**config.mk**
```make
export PLATFORM = sky130hd
export DESIGN_NAME = key_edge_pio
export DESIGN_NICKNAME = d
export VERILOG_FILES = /design/src/rtl/key_edge_pio_pkg.sv /design/src/rtl/key_debounce.sv /design/src/rtl/key_edge_pio.sv
export SDC_FILE = /design/constraint.sdc
export NUM_CORES = 1
export LEC_CHECK = 0
export BUFFER_PORTS_ARGS = -buffer_cell sky130_fd_sc_hd__buf_2
export CAP_MARGIN = 5
export CORE_MARGIN = 5
export CORE_UTILIZATION = 42
export CTS_BUF_LIST = sky130_fd_sc_hd__clkbuf_4 sky130_fd_sc_hd__clkbuf_8
export CTS_CLUSTER_DIAMETER = 150
export DETAILED_ROUTE_END_ITERATION = 10
export MAX_ROUTING_LAYER = met4
export PLACE_DENSITY = 0.93
export SYNTH_ARGS = -nofsm -noshare
export SYNTH_HDL_FRONTEND = slang
export SYNTH_SLANG_ARGS = --single-unit
export TNS_END_PERCENT = 100
```
**constraint.sdc**
```tcl
create_clock -name clk -period 1.4 [get_ports clk]
set_clock_uncertainty 0.1 [all_clocks]
set_input_delay 0.21 -clock clk [delete_from_list [all_inputs] [get_ports clk]]
set_output_delay 0.21 -clock clk [all_outputs]
set_load 0.01 [all_outputs]
```
**src/rtl/key_edge_pio_pkg.sv**
```systemverilog
// Shared constants for key_edge_pio: register map addresses and default
// parameter values.
package key_edge_pio_pkg;

  localparam logic [2:0] ADDR_DATA  = 3'd0;
  localparam logic [2:0] ADDR_RISE  = 3'd1;
  localparam logic [2:0] ADDR_MASK  = 3'd2;
  localparam logic [2:0] ADDR_CAPT  = 3'd3;
  localparam logic [2:0] ADDR_FALL  = 3'd4;
  localparam logic [2:0] ADDR_DBLIM = 3'd5;

  localparam int DEF_WIDTH    = 2;
  localparam int DEF_DB_W     = 16;
  localparam int DEF_DB_RESET = 50000;

endpackage

```
**src/rtl/key_debounce.sv**
```systemverilog
// One debounced key channel. With KEY_EDGE_PIO_DEBOUNCE_EN the output follows
// the synchronized input only after term_i+1 consecutive mismatching cycles;
// without it the output is the synchronized input registered once.
module key_debounce #(
  parameter int DB_W = 16
) (
  input  logic            clk,
  input  logic            reset_n,
  input  logic            sync_i,
  input  logic [DB_W-1:0] term_i,
  input  logic            clr_i,
  output logic            q_o
);

  logic q_q;
  logic q_d;

`ifdef KEY_EDGE_PIO_DEBOUNCE_EN
  logic [DB_W-1:0] cnt_q;
  logic [DB_W-1:0] cnt_d;

  // NOTE: every path assigns both next-state values up front, so no latch is inferred.
  always_comb begin
    cnt_d = '0;
    q_d   = q_q;
    if (clr_i || (sync_i == q_q)) begin
      cnt_d = '0;
    end else if (cnt_q == term_i) begin
      q_d   = sync_i;
      cnt_d = '0;
    end else begin
      cnt_d = cnt_q + 1'b1;
    end
  end

  // NOTE: state registers use non-blocking assignments and a reset sampled on the clock edge.
  always_ff @(posedge clk) begin
    if (!reset_n) begin
      cnt_q <= '0;
      q_q   <= 1'b1;
    end else begin
      cnt_q <= cnt_d;
      q_q   <= q_d;
    end
  end
`else
  logic unused_ctl;
  assign unused_ctl = ^{term_i, clr_i};
  assign q_d        = sync_i;

  always_ff @(posedge clk) begin
    if (!reset_n) begin
      q_q <= 1'b1;
    end else begin
      q_q <= q_d;
    end
  end
`endif

  assign q_o = q_q;

endmodule

```
**src/rtl/key_edge_pio.sv**
```systemverilog
// Key input PIO: synchronizer, per-channel debounce, rise/fall edge capture
// with write-1-to-clear and masked IRQ. Debounce enabled by KEY_EDGE_PIO_DEBOUNCE_EN.
module key_edge_pio
  import key_edge_pio_pkg::*;
#(
  parameter int WIDTH    = DEF_WIDTH,
  parameter int DB_W     = DEF_DB_W,
  parameter int DB_RESET = DEF_DB_RESET
) (
  input  logic             clk,
  input  logic             reset_n,
  input  logic [2:0]       address,
  input  logic             chipselect,
  input  logic             write_n,
  input  logic [31:0]      writedata,
  input  logic [WIDTH-1:0] in_port,
  output logic [31:0]      readdata,
  output logic             irq
);

  localparam logic [DB_W-1:0] DB_INIT = DB_W'(DB_RESET);

  logic [WIDTH-1:0] s1_q, s2_q, qd_q, q;
  logic [WIDTH-1:0] rise_q, fall_q, mask_q, cap_q, cap_d, edges;
  logic [31:0]      rd_q, rd_d;
  logic [DB_W-1:0]  term;
  logic             db_clr;
  logic             wr_en;
  logic             unused_wdata;

  assign wr_en        = chipselect && !write_n;
  assign unused_wdata = ^{writedata, DB_INIT};

`ifdef KEY_EDGE_PIO_DEBOUNCE_EN
  logic [DB_W-1:0] dblim_q;

  // A limit of zero behaves like one: the counter terminates at max(limit,1)-1.
  assign term   = (dblim_q == '0) ? '0 : dblim_q - 1'b1;
  assign db_clr = wr_en && (address == ADDR_DBLIM);

  always_ff @(posedge clk) begin
    if (!reset_n) begin
      dblim_q <= DB_INIT;
    end else if (db_clr) begin
      dblim_q <= writedata[DB_W-1:0];
    end
  end
`else
  assign term   = '0;
  assign db_clr = 1'b0;
`endif

  for (genvar i = 0; i < WIDTH; i++) begin : g_ch
    key_debounce #(.DB_W(DB_W)) u_db (
      .clk     (clk),
      .reset_n (reset_n),
      .sync_i  (s2_q[i]),
      .term_i  (term),
      .clr_i   (db_clr),
      .q_o     (q[i])
    );
  end

  assign edges = (q & ~qd_q & rise_q) | (~q & qd_q & fall_q);

  // A new edge wins over a simultaneous clear of the same bit.
  always_comb begin
    cap_d = cap_q;
    if (wr_en && (address == ADDR_CAPT)) begin
      cap_d = cap_q & ~writedata[WIDTH-1:0];
    end
    cap_d = cap_d | edges;
  end

  always_comb begin
    rd_d = '0;
    case (address)
      ADDR_DATA:  rd_d[WIDTH-1:0] = q;
      ADDR_RISE:  rd_d[WIDTH-1:0] = rise_q;
      ADDR_MASK:  rd_d[WIDTH-1:0] = mask_q;
      ADDR_CAPT:  rd_d[WIDTH-1:0] = cap_q;
      ADDR_FALL:  rd_d[WIDTH-1:0] = fall_q;
`ifdef KEY_EDGE_PIO_DEBOUNCE_EN
      ADDR_DBLIM: rd_d[DB_W-1:0]  = dblim_q;
`endif
      default:    rd_d = '0;
    endcase
  end

  always_ff @(posedge clk) begin
    if (!reset_n) begin
      s1_q   <= '1;
      s2_q   <= '1;
      qd_q   <= '1;
      rise_q <= '0;
      fall_q <= '1;
      mask_q <= '0;
      cap_q  <= '0;
      rd_q   <= '0;
    end else begin
      s1_q  <= in_port;
      s2_q  <= s1_q;
      qd_q  <= q;
      cap_q <= cap_d;
      rd_q  <= rd_d;
      if (wr_en && (address == ADDR_RISE)) rise_q <= writedata[WIDTH-1:0];
      if (wr_en && (address == ADDR_MASK)) mask_q <= writedata[WIDTH-1:0];
      if (wr_en && (address == ADDR_FALL)) fall_q <= writedata[WIDTH-1:0];
    end
  end

  assign readdata = rd_q;
  assign irq      = |(cap_q & mask_q);

endmodule

```
==> flow_metrics.py <==
metrics = {
    "run_status": {
        "result_of_the_run": "completed",
    },
    "detailed_routing": {
        "post_drt_via_cell_ratio": 4.58,
        "ant_nets": 0,
        "via_count": 733,
        "drt_iter0_markers": 8,
        "post_drt_wl_per_cell_um": 11.5,
        "drt_first_pass_iters": 4,
        "drc": 0,
        "finalWirelength_um": 1830,
    },
    "placed_design": {
        "place_congestion": 0.814,
        "hpwlAfterDp_um": 1460,
        "port-buffer-count": 13,
        "dp_worst_setup_slack_ns": 0.0796,
        "dpl_cell_area_um2": 987,
    },
    "setup_path": {
        "cell_with_the_biggest_individual_delay_on_the_critical_path": "sky130_fd_sc_hd__dfxtp_1",
        "setup.worst_path.class": "reg2out",
        "crit_fanout": 3,
        "worstPathCellList": "a22o_1 > buf_2",
        "sort_of_element_at_the_start_of_the_critical_path": "flip-flop",
        "endpoint_kind": "primary output",
        "worst-r2r-cell-count": 3,
        "cp_max_stage_delay_ns": 0.34,
        "rr_startpoint": "mask_q[1]",
        "regToRegEndpoint": "readdata[1]",
        "required_ns": 1.09,
        "arrival_time_at_the_worst_endpoint_ns": 1.00,
        "ff2ff_setup_slack_ns": 0.34,
    },
    "logic_synthesis": {
        "share_of_synthesized_registers_carrying_an_async_set_or_reset_pct": 0,
        "ys_seq_area_share_pct": 35.2,
        "synth.distinct_cells": 30,
        "synthFlopType": "sky130_fd_sc_hd__dfxtp_1",
        "synthesis.area_per_instance_um2": 8.82,
        "yosys_warnings": 0,
        "synth.ff_latch_count": 18,
        "synth_edf_count": 0,
        "synthesis.instances": 116,
        "syn_area_um2": 1020,
    },
    "sta": {
        "report.final.setup_viol": 0,
        "final_min_period_over_clock_period_pct": 93.2,
        "rsz0062_at_grt": "false",
        "finalMaxSlewViolations": 0,
        "post-route-min-period_ns": 1.31,
        "fin_tns_setup_ns": 0,
        "final-hold-violation-count": 0,
        "achievable-frequency_ghz": 0.766,
        "setup_ws_ns": 0.0948,
    },
    "global_routing": {
        "grt_overflow": 0,
        "grt_start_max_net_pins": 17,
        "gr-usage-all-layers_pct": 10.7,
        "antenna_found_initial": 0,
        "grt_pass1_vias": 617,
        "wire_length_of_the_first_global_routing_pass_um": 2770,
    },
    "worst_hold_path": {
        "hold_end": "mask_q[1]",
        "holdPathStages": 3,
        "hold_path.startpoint": "writedata[1]",
        "hold_path_class": "in2reg",
    },
    "final_layout": {
        "syn_to_final_growth_pct": 1.96,
        "final_net_count": 174,
        "multiInputGateArea_um2": 508,
        "antennaDiodeCount": 0,
        "stdcell_area_um2": 1040,
        "nFillCells": 228,
        "layout-drive-gt1-share_pct": 16.7,
        "sequential_cell_area_um2": 360,
    },
    "job": {
        "maxCapViolCount": 0,
    },
    "power": {
        "ir_drop_mv": 0.833,
        "power.density_nw_per_um2": 943,
        "total_leakage_power_nw": 0.452,
    },
    "clock_network": {
        "path_clk_slew_ns": 0.10,
        "cts_repair_resize_count": 0,
        "clock_insertion_delay_at_the_later_pin_of_the_skew_report_ns": 0.30,
        "postCtsHoldBufs": 2,
        "cts_num_sinks": 18,
        "ctsLongestPathBuffers": 2,
        "cts.root.buffer_cell": "sky130_fd_sc_hd__clkbuf_4",
        "post_cts_setup_buffer_count": 0,
        "htreeDepth": 1,
        "numCtsBuffers": 3,
        "clock_tree_from_tritoncts": "done",
    },
    "floorplan": {
        "core_area_um2": 2280,
        "die-width_um": 59.4,
        "overall_die_area_um2": 3520,
        "fp.dieH_um": 59.4,
        "rows": 17,
        "pin_count": 74,
        "floorplan.initialDensity_pct": 45.0,
    },
}
[cells in the mapped netlist, drive strengths merged, types with 2 or more instances]
master   n  area, um2
a21oi    5       25.0
buf     34        260
dfxtp   18        360
mux2i    4       40.0
nand2   10       37.5
nand2b   9       56.3
nand3    4       20.0
nand3b   5       37.5
nand4    2       12.5
nor2     2       7.51
nor3b    2       20.0
o21a     2       15.0
o21ai    6       30.0
or3b     2       17.5
[area by class of cell]
type	instances	share of cell area, %
clock buffers	4	3.48
inverters	1	0.360
multi-input cells	92	48.7
flip-flops and latches	18	34.5
well taps	28	3.36
repair buffers	17	9.59
[cells by family after synthesis]
group                  after synthesis  share of synthesized area, %
AND/OR/NAND/NOR                     41                          24.3
AO/OA/AOI/OAI                       16                          9.29
multiplexers                         5                          5.01
buffers and inverters               35                          25.8
flip-flops                          18                          35.2
other                                1                         0.366
[flip-flops by register name (all words and copies together), names as in the netlist]
signal / count
cap_q: 2
mask_q: 2
qd_q: 2
fall_q: 2
g_ch.u_db.q_o: 2
s1_q: 2
rise_q: 2
readdata: 2
s2_q: 2
[worst max path at each step]
stage	start	endpoint	slack, ns	cells after the start
finish	cap_q[0]	irq	0.09	2
global route	cap_q[0]	irq	0.05	2
CTS	cap_q[0]	irq	0.08	2
detailed placement	address[2]	rise_q[1]	0.08	4
global placement	address[2]	rise_q[0]	0.09	4
floorplan	address[2]	rise_q[0]	0.29	3
[metrics by stage]
| step | hold slack, ns | cells | utilization [%] | power (mW) |
|---|---|---|---|---|
| 4_1_cts | 0.0822 | 160 | 45.8 | 0.990 |
| 3_3_place_gp | 0.288 | 154 | 43.4 | 0.670 |
| 2_1_floorplan | 0.183 | 145 | - | 0.703 |
| 3_5_place_dp | 0.292 | 154 | 43.4 | 0.673 |
| 5_1_grt | 0.0657 | 160 | 45.8 | 1.04 |
| 6_report | 0.0873 | 160 | 45.8 | 0.984 |
[report_power, final]
group          internal (mW)  total (mW)  switching (mW)
Clock                  0.159       0.316           0.157
Sequential             0.527       0.534         0.00673
Combinational         0.0462       0.135          0.0884
[metal layers]
metal | wire length (um) | part of all wire, % | global-route usage [%] | vias to the layer above
met4 | 35 | 1.9 | 4.85 | 0
met1 | 699 | 38 | 13.0 | 330
met2 | 884 | 48 | 16.5 | 35
met3 | 215 | 12 | 2.61 | 5
met5 | 0 | 0 | - | -
li1 | - | - | - | 363
[cell usage in the layout, fill, tap and decap left out, drive strengths merged]
cell         synthesis  routed
mux2                 1       1
a22o                 1       1
mux2i                4       4
or3b                 2       2
nor2b                1       1
inv                  1       1
conb                 1      30
nand3                4       4
nand2b               9       9
a21oi                5       5
or2b                 1       1
or3                  1       1
nand3b               5       5
o21a                 2       2
nor2                 2       2
nand4                2       2
nand2               10      10
nand4bb              1       1
clkbuf               0       4
nor3b                2       2
dfxtp               18      18
buf                 34      15
o21ai                6       6
nor4b                1       1
a31oi                1       1
o311a                1       1
dlygate4sd3          0       2
[critical path: cells and delay by family (launching register included)]
kind | cells | cell delay, ns
DFF | 1 | 0.34
AOI/OAI and AO/OA | 1 | 0.23
buffers and inverters | 1 | 0.14
(Power assumes the default switching activity.)
